**config.mk**
```make
export PLATFORM = sky130hd
export DESIGN_NAME = fetch_tile_sequencer_flat
export DESIGN_NICKNAME = d
export VERILOG_FILES = /design/src/rtl/fetch_tile_sequencer_if.sv /design/src/rtl/fetch_tile_sequencer.sv /design/src/flat_wrapper.sv
export SDC_FILE = /design/constraint.sdc
export NUM_CORES = 1
export LEC_CHECK = 0
export CAP_MARGIN = 40
export CORE_ASPECT_RATIO = 0.75
export CORE_UTILIZATION = 51
export DETAILED_ROUTE_END_ITERATION = 12
export PLACE_DENSITY = 0.79
export REMOVE_ABC_BUFFERS = 1
export SLEW_MARGIN = 30
export SYNTH_ARGS = -nofsm -noshare
export SYNTH_HDL_FRONTEND = slang
export SYNTH_SLANG_ARGS = --single-unit
```
**constraint.sdc**
```tcl
create_clock -name clk -period 2.55 [get_ports clk]
set_input_delay 0.51 -clock clk [delete_from_list [all_inputs] [get_ports clk]]
set_output_delay 0.51 -clock clk [all_outputs]
set_load 0.01 [all_outputs]
```
**src/rtl/fetch_tile_sequencer_if.sv**
```systemverilog
// Command channel into fetch_tile_sequencer: one "fetch N tiles from buffer X"
// request per valid/ready handshake.
interface fetch_tile_sequencer_if #(
  parameter int unsigned TILE_CNT_WIDTH = 10
);
  logic                      cmd_valid;
  logic                      cmd_ready;
  logic [2:0]                cmd_buffer_sel;
  logic                      cmd_tiles_ctrl;
  logic [TILE_CNT_WIDTH-1:0] cmd_num_tiles;
  logic                      cmd_reset_ptr;

  modport master (
    output cmd_valid,
    output cmd_buffer_sel,
    output cmd_tiles_ctrl,
    output cmd_num_tiles,
    output cmd_reset_ptr,
    input  cmd_ready
  );

  modport slave (
    input  cmd_valid,
    input  cmd_buffer_sel,
    input  cmd_tiles_ctrl,
    input  cmd_num_tiles,
    input  cmd_reset_ptr,
    output cmd_ready
  );
endinterface

```
**src/rtl/fetch_tile_sequencer.sv**
```systemverilog
// Turns a tile-fetch command into start/reset pulses for the BRAM fetch stage,
// throttled by how many fetched tiles the compute array has not yet consumed.
module fetch_tile_sequencer #(
  parameter int unsigned MAX_OUTSTANDING = 2,
  parameter int unsigned TILE_CNT_WIDTH  = 10
) (
  input  logic                      clk,
  input  logic                      rst_n,
  fetch_tile_sequencer_if.slave     cmd,
  output logic                      start_fetch,
  output logic                      reset_addr_counter,
  output logic [2:0]                Buffer_Select,
  output logic                      Tiles_Control,
  input  logic                      fetch_done,
  input  logic                      fetch_busy,
  output logic                      tile_fetched,
  output logic [TILE_CNT_WIDTH-1:0] tile_idx,
  input  logic                      tile_consumed,
  output logic                      seq_busy,
  output logic                      seq_done,
  output logic [1:0]                err
);

  localparam logic [2:0] MAX_OUT = 3'(MAX_OUTSTANDING);

  typedef enum logic [2:0] {
    IDLE,
    RESET_PTR,
    ISSUE,
    WAIT_DONE,
    DRAIN,
    FINISH
  } state_t;

  state_t                    state;
  logic [2:0]                outstanding;
  logic [TILE_CNT_WIDTH-1:0] issued;
  logic [TILE_CNT_WIDTH-1:0] issued_nxt;
  logic [TILE_CNT_WIDTH-1:0] num_tiles;
  logic                      consume_ok;

  // Pulses are decoded from registered state/counters so that a same-cycle
  // ISSUE exit keeps the tile period at fetch latency + 2.
  assign start_fetch        = (state == ISSUE) && (outstanding < MAX_OUT) && !fetch_busy;
  assign reset_addr_counter = (state == RESET_PTR);
  assign seq_done           = (state == FINISH);
  assign seq_busy           = (state != IDLE);
  assign cmd.cmd_ready      = (state == IDLE);

  assign consume_ok = tile_consumed && (outstanding != '0);
  assign issued_nxt = TILE_CNT_WIDTH'(issued + 1'b1);

  always_ff @(posedge clk or negedge rst_n) begin
    if (!rst_n) begin
      state         <= IDLE;
      outstanding   <= '0;
      issued        <= '0;
      num_tiles     <= '0;
      Buffer_Select <= '0;
      Tiles_Control <= 1'b0;
      tile_fetched  <= 1'b0;
      tile_idx      <= '0;
      err           <= '0;
    end else begin
      tile_fetched <= 1'b0;

      if (fetch_done && (state != WAIT_DONE)) begin
        err[0] <= 1'b1;
      end
      if (tile_consumed && (outstanding == '0)) begin
        err[1] <= 1'b1;
      end

      // Issue and consume in the same cycle cancel out.
      case ({start_fetch, consume_ok})
        2'b10:   outstanding <= outstanding + 3'd1;
        2'b01:   outstanding <= outstanding - 3'd1;
        default: outstanding <= outstanding;
      endcase

      case (state)
        IDLE: begin
          if (cmd.cmd_valid) begin
            Buffer_Select <= cmd.cmd_buffer_sel;
            Tiles_Control <= cmd.cmd_tiles_ctrl;
            num_tiles     <= cmd.cmd_num_tiles;
            issued        <= '0;
            if (cmd.cmd_num_tiles == '0) begin
              state <= FINISH;
            end else if (cmd.cmd_reset_ptr) begin
              state <= RESET_PTR;
            end else begin
              state <= ISSUE;
            end
          end
        end
        RESET_PTR: state <= ISSUE;
        ISSUE: begin
          if (start_fetch) begin
            state <= WAIT_DONE;
          end
        end
        WAIT_DONE: begin
          if (fetch_done) begin
            tile_fetched <= 1'b1;
            tile_idx     <= issued;
            issued       <= issued_nxt;
            state        <= (issued_nxt == num_tiles) ? DRAIN : ISSUE;
          end
        end
        DRAIN: begin
          if (outstanding == '0) begin
            state <= FINISH;
          end
        end
        FINISH:  state <= IDLE;
        default: state <= IDLE;
      endcase
    end
  end

endmodule

```
**src/flat_wrapper.sv**
```systemverilog
// flat-port wrapper written by rule: the top's interface ports become plain ports
module fetch_tile_sequencer_flat 
#(
  parameter int unsigned MAX_OUTSTANDING = 2,
  parameter int unsigned TILE_CNT_WIDTH  = 10
)
  (clk, rst_n, start_fetch, reset_addr_counter, Buffer_Select, Tiles_Control, fetch_done, fetch_busy, tile_fetched, tile_idx, tile_consumed, seq_busy, seq_done, err, cmd_cmd_valid, cmd_cmd_buffer_sel, cmd_cmd_tiles_ctrl, cmd_cmd_num_tiles, cmd_cmd_reset_ptr, cmd_cmd_ready);
  fetch_tile_sequencer_if #(.TILE_CNT_WIDTH(TILE_CNT_WIDTH)) cmd_i ();
  input  logic clk;
  input  logic rst_n;
  output logic start_fetch;
  output logic reset_addr_counter;
  output logic [2:0] Buffer_Select;
  output logic Tiles_Control;
  input  logic fetch_done;
  input  logic fetch_busy;
  output logic tile_fetched;
  output logic [TILE_CNT_WIDTH-1:0] tile_idx;
  input  logic tile_consumed;
  output logic seq_busy;
  output logic seq_done;
  output logic [1:0] err;
  input wire logic [$bits(cmd_i.cmd_valid)-1:0] cmd_cmd_valid;
  input wire logic [$bits(cmd_i.cmd_buffer_sel)-1:0] cmd_cmd_buffer_sel;
  input wire logic [$bits(cmd_i.cmd_tiles_ctrl)-1:0] cmd_cmd_tiles_ctrl;
  input wire logic [$bits(cmd_i.cmd_num_tiles)-1:0] cmd_cmd_num_tiles;
  input wire logic [$bits(cmd_i.cmd_reset_ptr)-1:0] cmd_cmd_reset_ptr;
  output wire logic [$bits(cmd_i.cmd_ready)-1:0] cmd_cmd_ready;
  assign cmd_i.cmd_valid = cmd_cmd_valid;
  assign cmd_i.cmd_buffer_sel = cmd_cmd_buffer_sel;
  assign cmd_i.cmd_tiles_ctrl = cmd_cmd_tiles_ctrl;
  assign cmd_i.cmd_num_tiles = cmd_cmd_num_tiles;
  assign cmd_i.cmd_reset_ptr = cmd_cmd_reset_ptr;
  assign cmd_cmd_ready = cmd_i.cmd_ready;
  fetch_tile_sequencer #(.MAX_OUTSTANDING(MAX_OUTSTANDING), .TILE_CNT_WIDTH(TILE_CNT_WIDTH)) u_core (.clk(clk), .rst_n(rst_n), .cmd(cmd_i), .start_fetch(start_fetch), .reset_addr_counter(reset_addr_counter), .Buffer_Select(Buffer_Select), .Tiles_Control(Tiles_Control), .fetch_done(fetch_done), .fetch_busy(fetch_busy), .tile_fetched(tile_fetched), .tile_idx(tile_idx), .tile_consumed(tile_consumed), .seq_busy(seq_busy), .seq_done(seq_done), .err(err));
endmodule
```
==> results.txt <==
status -> complete, no violations
Post-Synth Adder-Cell Area -> 0.0204
ant diodes -> 0
grt met3 use -> 0.0692
Arr. time, crit path -> 2610 ps
Synth Flop Type -> dfrtp_1
clk_lat worst skew -> 300 ps
Vias/cell -> 5.38
die extent in x -> 78.1 um
Worst-path clk slew -> 80 ps
post-CTS setup buffer count -> 0
GP Congestion -> 0.921
Post-Synthesis Cells -> 230
Die ar. -> 4610 sq um
Net Sw Power -> 917 uW
vias post-DR -> 1808
num rows -> 20
Routed WL -> 4.68 mm
Starting Density -> 0.539
TritonCTS buffer count -> 5
post-route minimum period -> 2390 ps
main combinational cell family by area after synthesis -> simple AND/OR/NAND/NOR gates
placed insts -> 328
Pwr Total -> 2.69 mW
vias in the first global route -> 1691
Distinct cells, synth -> 43
EDFF count, synth -> 0
first-pass GRT wire length -> 7.94 mm
sequential area share after synthesis -> 0.486
Final Hold Viols -> 0
worst stage delay on the critical path -> 460 ps
Setup-failing EPs final -> 0
Async S/R FF share, synth -> 1.00
Netlist Area Pre-Place -> 2210 sq um
layout cell share with drive strength beyond 1 -> 0.146
max-slew violations -> 0
clock network fraction of total power -> 0.206
NumNets Final -> 304
Iter 0 DRT Violations -> 100
Switching Fraction -> 0.342
initial antenna violation count -> 0
Max VDD drop -> 0.000567 V
Simple-Gate Fraction of Synth Area -> 0.188
Compound-Gate Fraction of Synth Area -> 0.119
worst setup margin -> 159 ps
Critical Path Sink Type -> flip-flop
Synth Warn # -> 0
fin cells -> 336
hpwl dp -> 3.38 mm
Comb pwr share -> 0.390
DRC viols -> 0
Leak -> 1.30 nW
H-tree Lvls -> 2
Design Area, Final -> 2860 sq um
CTS resizes -> 1
CP startpoint kind -> flip-flop
die height -> 59.1 um
register bit total from synthesis -> 43
Root Buffer -> clkbuf_8
fmax -> 418 MHz
# IOs -> 43
Worst Tran Pin Value -> 624 ps
gr usage total -> 0.229
CP Data Required Time -> 2760 ps
unrepaired setup endpoints after global routing -> false
TritonRoute pass-1 iters -> 4
port buffer count -> 42
ANT nets after route -> 0
total grt overflow -> 0
P_int -> 1.77 mW
clk buf depth -> 2
placeable core region -> 4100 sq um
pre-CTS WS -> -105 ps
placed cell areas -> 2740 sq um
multiplexer area fraction after synthesis -> 0.0757
part of the power in registers -> 0.404
global-route track usage on met1 -> 0.312
pwr/cell area -> 940 nW/um^2
largest net degree at the start of global routing -> 44
TritonCTS Sinks -> 43
Filler Cells Inserted -> 328
Layout area overhead -> 29.1%
Multi-input gate area -> 1040 sq um
Avg WL per Cell -> 13.9 um
register area -> 1080 sq um
grt peak-use layer -> met2
Worst Skew -> 5.67 ps
CP max-delay cell -> dfrtp_1
WS Path Type -> reg2reg
XOR/XNOR Fraction of Synth Area -> 0.0673
Syn Area/Cell -> 9.62 sq um
met2 GRT Util -> 0.365
# hold bufs at CTS -> 0
Cell Chain, Critical Path -> ha_1 > xor2_1 > a211o_1 > a2111oi_0 > o2111ai_1 > or4_1 > o31ai_1
MaxCap Viol Count -> 0
crit share post-route -> 0.938
type of the most critical hold path -> in2async
Max-slew headroom -> 0.583
CTS tree -> done
Worst Path Max Fanout -> 6
## cell usage in the layout (no fill, tap or decap), drive strengths merged, types with 3 or more instances in the layout
master and instances:
dfrtp 43, nand2 42, clkdlybuf4s50 40, nor2 18, o21ai 15, buf 15, mux2 14, xor2 9
inv 8, xnor2 8, nor3 6, clkbuf 6, or4 4, nor4 4, a21oi 4, nand3 4
or3 3, nor2b 3, and3 3, a21o 3
## area by class of cell
cell class | instances | share of cell area
clock inverters | 2 | 0.0123
well taps | 55 | 0.0241
repair buffers | 56 | 0.182
inverters | 9 | 0.0118
clock buffers | 6 | 0.0289
multi-input cells | 165 | 0.365
flip-flops and latches | 43 | 0.377
## power by group through the flow
stage               registers [mW]  logic [mW]  clock network (mW)
detailed placement            1.09        1.05                   0
CTS                           1.09        1.05               0.557
global placement              1.09        1.01                   0
finish                        1.09        1.05               0.553
floorplan                     1.09       0.626                   0
global route                  1.12        1.17               0.589
## Yosys cell counts, types with 2 or more instances
master,instances,share of area
a21o_1,3,0.010
a21oi_1,4,0.0090
a31oi_1,2,0.0057
and3_1,3,0.0085
buf_2,4,0.0090
buf_4,2,0.0068
clkbuf_1,6,0.010
dfrtp_1,43,0.49
ha_1,2,0.011
inv_1,8,0.014
mux2_2,14,0.071
nand2_1,42,0.071
nand3_1,3,0.0068
nand4_1,2,0.0057
nor2_1,18,0.031
nor2b_1,3,0.0085
nor3_1,6,0.014
nor4_1,4,0.011
o21ai_0,15,0.034
o31ai_1,2,0.0068
o41ai_1,2,0.0079
or3_1,3,0.0085
or4_1,4,0.014
xnor2_1,8,0.032
xor2_1,9,0.036
## critical path, delay by kind of cell (launching register included)
kind	cells	cell delay [ps]
compound gates	4	880
simple gates	1	460
fa+ha+maj	1	360
xor+xnor	1	150
flops	1	460
## flip-flops by register name (all words and copies together) (netlist names)
register,cells
u_core.num_tiles,10
u_core.Tiles_Control,1
u_core.state,3
u_core.err,2
u_core.tile_fetched,1
u_core.Buffer_Select,3
u_core.outstanding,3
u_core.issued,10
u_core.tile_idx,10
## through the flow
stage                     hold WS, ps  TNS, ps  utilization
after floorplan                   214        0            -
after global placement            439     -119        0.668
after detailed placement          453     -223        0.668
after CTS                         298        0        0.696
after global routing              310        0        0.696
final                             265        0        0.696
## path summary, 6_finish.rpt
kind,start,endpoint,slack [ps],depth (start not counted)
setup reg to reg,u_core.issued[0]$_DFFE_PN0P_,u_core.state[2]$_DFFE_PN0P_,160,7
hold reg to reg,u_core.err[0]$_DFFE_PN0P_,u_core.err[0]$_DFFE_PN0P_,470,1
min in group clk,u_core.err[0]$_DFFE_PN0P_,u_core.err[0]$_DFFE_PN0P_,470,1
hold / removal,rst_n,u_core.outstanding[2]$_DFFE_PN0P_,270,2
setup / recovery,u_core.issued[0]$_DFFE_PN0P_,u_core.state[2]$_DFFE_PN0P_,160,7
max in group asynchronous,rst_n,u_core.err[1]$_DFFE_PN0P_,1910,2
## cell families after synthesis
family,count (synthesis)
AO/OA/AOI/OAI,39
XOR/XNOR,17
adder cells (fa/ha/maj),3
buffers and inverters,22
flip-flops,43
multiplexers,15
AND/OR/NAND/NOR,91
## layer usage
metal  routed length [um]  share of wire
met1                 2280           0.49
met2                 2140           0.46
met3                  222          0.047
met4                   40         0.0085
met5                    0              0
Note: power is estimated with default switching activity, not from simulation.
